--- config.mk ---
export PLATFORM = sky130hd
export DESIGN_NAME = if_stage
export DESIGN_NICKNAME = d
export VERILOG_FILES = /design/src/rtl/if_stage.sv
export SDC_FILE = /design/constraint.sdc
export NUM_CORES = 1
export LEC_CHECK = 0
export CAP_MARGIN = 0
export CORE_ASPECT_RATIO = 0.8
export CORE_UTILIZATION = 48
export CTS_BUF_LIST = sky130_fd_sc_hd__clkbuf_4 sky130_fd_sc_hd__clkbuf_8
export DETAILED_ROUTE_END_ITERATION = 8
export PLACE_DENSITY_LB_ADDON = 0.08
export REMOVE_ABC_BUFFERS = 1
export SYNTH_ARGS = -nofsm -noshare
export SYNTH_HDL_FRONTEND = slang
export SYNTH_SLANG_ARGS = --single-unit
--- constraint.sdc ---
create_clock -name clk -period 7.6 [get_ports clk]
set_input_delay 1.52 -clock clk [delete_from_list [all_inputs] [get_ports clk]]
set_output_delay 1.52 -clock clk [all_outputs]
set_load 0.03 [all_outputs]
--- src/rtl/if_stage.sv ---
// Instruction-fetch stage: owns the PC, issues requests to a 1-cycle-latency
// instruction SRAM and hands {pc, inst} to decode. The instruction word is
// parked in a local buffer while decode stalls, and decode redirects flush
// any wrong-path fetch.
//
// Handshake (fetch -> decode): an instruction transfers on a cycle where
// to_ds_valid and ds_allow_in are both 1. to_ds_valid never depends on
// ds_allow_in. A redirect (br_taken_cancel) overrides the handshake: the
// instruction in fetch is dropped and to_ds_valid is forced low.
module if_stage #(
  parameter logic [31:0] RESET_PC = 32'h1c000000
) (
  input  logic        clk,
  input  logic        reset,
  output logic        inst_sram_en,
  output logic [3:0]  inst_sram_we,
  output logic [31:0] inst_sram_addr,
  output logic [31:0] inst_sram_wdata,
  input  logic [31:0] inst_sram_rdata,
  input  logic        ds_allow_in,
  input  logic        br_taken_cancel,
  input  logic [31:0] br_target,
  output logic        to_ds_valid,
  output logic [31:0] fs_pc,
  output logic [31:0] fs_inst
);

  logic        fs_valid_q, fs_valid_d;
  logic [31:0] fs_pc_q, fs_pc_d;
  logic [31:0] inst_buf_q, inst_buf_d;
  logic        inst_buf_valid_q, inst_buf_valid_d;

  logic        fs_ready_go;
  logic        fs_allow_in;
  logic [31:0] seq_pc;
  logic [31:0] nextpc;

  // The SRAM answers in a fixed single cycle, so fetch is always ready.
  assign fs_ready_go = 1'b1;

  // Next-PC selection, acceptance and stall-buffer update.
  always_comb begin
    seq_pc           = fs_pc_q + 32'd4;
    nextpc           = br_taken_cancel ? br_target : seq_pc;
    fs_allow_in      = !fs_valid_q || (fs_ready_go && ds_allow_in) || br_taken_cancel;

    fs_valid_d       = fs_valid_q;
    fs_pc_d          = fs_pc_q;
    inst_buf_d       = inst_buf_q;
    inst_buf_valid_d = inst_buf_valid_q;

    if (fs_allow_in) begin
      // A new request replaces whatever sat in fetch, buffered or not.
      fs_valid_d       = 1'b1;
      fs_pc_d          = nextpc;
      inst_buf_valid_d = 1'b0;
    end else if (fs_valid_q && !ds_allow_in && !br_taken_cancel && !inst_buf_valid_q) begin
      // First stall cycle: the SRAM data is only valid now, so capture it.
      inst_buf_d       = inst_sram_rdata;
      inst_buf_valid_d = 1'b1;
    end
  end

  // Fetch state registers with asynchronous active-high reset.
  always_ff @(posedge clk or posedge reset) begin
    if (reset) begin
      fs_valid_q       <= 1'b0;
      fs_pc_q          <= RESET_PC - 32'd4;
      inst_buf_q       <= 32'h0;
      inst_buf_valid_q <= 1'b0;
    end else begin
      fs_valid_q       <= fs_valid_d;
      fs_pc_q          <= fs_pc_d;
      inst_buf_q       <= inst_buf_d;
      inst_buf_valid_q <= inst_buf_valid_d;
    end
  end

  // SRAM request and decode-facing outputs; reset forces quiet values at once.
  always_comb begin
    inst_sram_en    = !reset && fs_allow_in;
    inst_sram_we    = 4'h0;
    inst_sram_wdata = 32'h0;
    inst_sram_addr  = reset ? RESET_PC : nextpc;
    to_ds_valid     = fs_valid_q && fs_ready_go && !br_taken_cancel;
    fs_pc           = fs_pc_q;
    fs_inst         = reset ? 32'h0 : (inst_buf_valid_q ? inst_buf_q : inst_sram_rdata);
  end

endmodule

# Word-level counts from Yosys, hierarchy flattened
# Cells that the tools add are included.
[op_classes]
addsub = 1
mux = 6
n_bitwise = 1
n_reduce_logical = 14
[ops]
columns = ["cell", "count"]
rows = [
  ["$mux W32", 4],
  ["$add A32 B3 Y32 const B", 1],
  ["$logic_and A1 B1 Y1", 5],
  ["$logic_not A1 Y1", 5],
  ["$logic_or A1 B1 Y1", 2],
  ["$mux W1", 2],
  ["$reduce_and A2 Y1", 1],
  ["$reduce_bool A2 Y1", 1],
  ["$not A1 Y1", 1],
]
[word_totals]
ff_bits = 66
out_inout_bits = 134

# Depth between registers and ports, before layout
[depth]
depth_word = 6
ltp_mapped = 7
ltp_nobuf = 5

# Worst setup path after synthesis
# OpenSTA, ideal clock, no wires.
[synth_path]
path_kind = "input -> output"
start = "input reset"
end = "output inst_sram_addr[11]"
arrival_time_ns = 4.539
required_ns = 6.080
slack_ns = 1.541
path_stages = 4
cell_sequence = "inv_1 clkbuf_1 o21ai_0 a21oi_1"
[synth_via]
elab_chain_cells = 1
[synth_rtl]
columns = ["item", "line_no", "source"]
rows = [
  ["from (decl)", "14", "input logic reset,"],
  ["$mux W32", "84", "inst_sram_addr = reset ? RESET_PC : nextpc;"],
  ["to (decl)", "17", "output logic [31:0] inst_sram_addr,"],
]
# Every way passes these cells.

# Worst setup path after layout
[layout_path]
start = "input br_taken_cancel"
end = "output inst_sram_addr[27]"
[layout_via]
elab_chain_cells = 2
[layout_rtl]
columns = ["item", "line_no", "source"]
rows = [
  ["from (decl)", "21", "input logic br_taken_cancel,"],
  ["$mux W32", "44", "nextpc = br_taken_cancel ? br_target : seq_pc;"],
  ["$mux W32", "84", ""],
]
# Every way passes these cells.

==> impl_metrics.json <==
{
  "synth_compound_gate_area_share": 0.118,
  "layout-drive-gt1-share": 0.143,
  "reg2reg_depth": 4,
  "drc": 0,
  "layout_common_cells": "164 x clkdlybuf4s50_1, 61 x nor2_1, 39 x dfrtp_1",
  "num_rows": 32,
  "drt_first_pass_iters": 4,
  "synth_cell_types": 48,
  "hold_class": "reg -> reg",
  "drt-total-wl_um": 13300,
  "synth_top_family_by_area": "simple AND/OR/NAND/NOR gates",
  "worstPathCellList": "clkdlybuf4s50_1 > buf_4 > inv_2 > buf_4 > and3_1 > and3_1 > a211oi_1 > clkdlybuf4s50_1",
  "syn_area_mm2": 0.00484,
  "period_needed_ps": 5850,
  "worst-path-buf-inv": 5,
  "cp_max_fo": 52,
  "die_height_um": 91.8,
  "io_buffer_count": 165,
  "finClkSkew_ps": 12.0,
  "hold_buffers": 0,
  "cts_resized": 0,
  "grt_pass1_vias": 4263,
  "synthXorXnorAreaFrac": 0.0344,
  "synthArstFlopShare": 1.00,
  "ir_drop_uv": 109,
  "finalHoldViolCount": 0,
  "final.setup.tns_ps": 0,
  "crit_cells": 8,
  "hpwl_um": 9380,
  "synth-adder-area-share": 0.00258,
  "yosys.area_share.simple": 0.228,
  "design_area_mm2": 0.00657,
  "via_per_inst": 5.63,
  "fin_util": 0.676,
  "synthMuxAreaShare": 0.160,
  "layout_commonest_cell": "clkdlybuf4s50_1",
  "antenna_found_initial": 0,
  "htree_levels": 3,
  "path_clk_slew_ps": 60,
  "placed_area_mm2": 0.00635,
  "cts_tree": "yes",
  "setup_violations": 0,
  "max-slew-margin-rel": 0.352,
  "dpl_worst_slack_ps": 1780,
  "grt_use_total": 0.257,
  "synth_area_leaders": "dfrtp_1 21%, dfstp_2 14%, mux2_2 8.1%",
  "wl_per_cell_um": 16.3,
  "grt_pass1_wl_um": 21200,
  "crit_slowest_cell": "clkdlybuf4s50_1",
  "clockBufferDepth": 2,
  "max-cap-violations": 0,
  "yosysTopAreaCell": "dfrtp_1",
  "tightest_slew_ps": 973,
  "die_area_mm2": 0.0105,
  "cp_top_family": "buffers and inverters",
  "drt-initial-drc-count": 235,
  "nFillCells": 816,
  "syn_to_final_growth_pct": 35.8,
  "ys.flop_type": "dfrtp_1",
  "root_buffer": "clkbuf_8",
  "yosys_warnings": 0,
  "drtAntennaViolNets": 0,
  "synth_area_per_cell_um2": 8.92,
  "synth_edf_count": 0,
  "rsz0062_at_grt": "no",
  "ys_seq_area_frac": 0.348,
  "gp_congestion": 0.819,
  "grt_max_degree": 60,
  "startpoint_type": "primary input",
  "syn_inst": 543,
  "p_per_area_mw_per_mm2": 186,
  "min_period_over_period": 0.770,
  "p_leak_nw": 2.43,
  "synth.ff_latch_count": 66,
  "worstPathRequired_ps": 6080,
  "initial_core_util": 0.498,
  "diodes": 0,
  "worst_slack_ps": 1750,
  "numClockSinks": 66,
  "worstSkewPairLatency_ps": 360,
  "cp-end-kind": "primary output",
  "slew_violations": 0,
  "pin_count": 202,
  "clock.fmax_ghz": 0.171,
  "coreArea_mm2": 0.00973,
  "max_stage_delay_ps": 710,
  "nets": 744,
  "cts_setup_buffers": 0,
  "yosysTopAreaCellShare": 0.207,
  "cts_buffers": 9,
  "grt_overflow": 0,
  "via_count": 4590,
  "die_w_um": 114,
  "path_class": "in -> out",
  "outcome": "finished clean",
  "whs_path_depth": 1,
  "cp.arrival_ps": 4330
}
layout make-up:
class                           instances  area, µm²  share of cell area
Inverter                                8       30.0             0.00457
Tap cell                              136        170              0.0259
Multi-Input combinational cell        418       2770               0.421
Timing Repair Buffer                  172       1700               0.259
Clock buffer                           12        153              0.0232
Sequential cell                        66       1690               0.256
Clock inverter                          3       65.1             0.00990
worst register-to-register path: stages, from the launching register on:
cell and delay, ps:
dfstp_2 630, nand4_2 360, or4_1 770, or4_1 510, a31oi_1 160
path summary, 6_finish.rpt:
kind,startpoint,end,slack [ps]
max reg2reg,fs_pc[5]$_DFFE_PP1N_,fs_pc[30]$_DFFE_PP0N_,5110
max,br_taken_cancel,inst_sram_addr[27],1750
max in group asynchronous,reset,fs_pc[7]$_DFFE_PP1N_,5130
min,inst_buf_q[21]$_DFFE_PP0P_,inst_buf_q[21]$_DFFE_PP0P_,510
min in group asynchronous,reset,fs_pc[16]$_DFFE_PP1N_,1910
min reg2reg,inst_buf_q[21]$_DFFE_PP0P_,inst_buf_q[21]$_DFFE_PP0P_,510
layer usage:
metal	share of wire	GRT usage	up-vias	routed length, µm
li1	-	-	2181	-
met5	0	0	-	0
met4	0.011	0.0768	0	152
met2	0.47	0.409	183	6280
met3	0.086	0.0727	12	1140
met1	0.43	0.338	2214	5720
logic make-up (layout without fill, tap and decap cells):
family                     count (synthesis)  after routing
DFF                                       66             66
adders and majority gates                  1              1
other                                      2             37
and+or+nand+nor                          202            202
buffers and inverters                     94            195
xor gates and xnor gates                  19             19
muxes                                     73             73
AOI/OAI and AO/OA                         86             86
cell usage after synthesis (all sizes together), types with 2 or more instances:
cell type / n
nor2b: 5
dfrtp: 40
a311oi: 12
nand2: 17
mux2: 35
nand2b: 3
nor4: 15
nor2: 61
a21oi: 13
and4: 10
o21ai: 20
mux2i: 38
o31ai: 11
and2: 6
dfstp: 26
clkbuf: 24
nor3: 15
nand4: 12
or2: 3
a211oi: 7
o31a: 4
nand3: 13
or3: 17
inv: 7
xor2: 4
a31oi: 14
xnor2: 15
and3: 7
or4: 17
conb: 2
buf: 62
through the flow:
stage | total power [mW] | instances | hold WS (ps)
after floorplan | 0.719 | 492 | 481
after global placement | 0.882 | 800 | 489
after detailed placement | 0.893 | 800 | 496
after CTS | 1.23 | 815 | 511
after global routing | 1.28 | 815 | 523
final | 1.22 | 815 | 508
where the power goes:
| part | leakage [nW] | switching, mW | internal [mW] |
|---|---|---|---|
| logic | 1.57 | 0.228 | 0.183 |
| registers | 0.745 | 0.0584 | 0.418 |
| clock network | 0.113 | 0.136 | 0.199 |
| total | 2.43 | 0.422 | 0.800 |
registers in the layout, indices dropped and copies added, names as in the netlist:
name and flops:
fs_pc 32, inst_buf_valid_q 1, fs_valid_q 1, inst_buf_q 32
(Power assumes the default switching activity.)
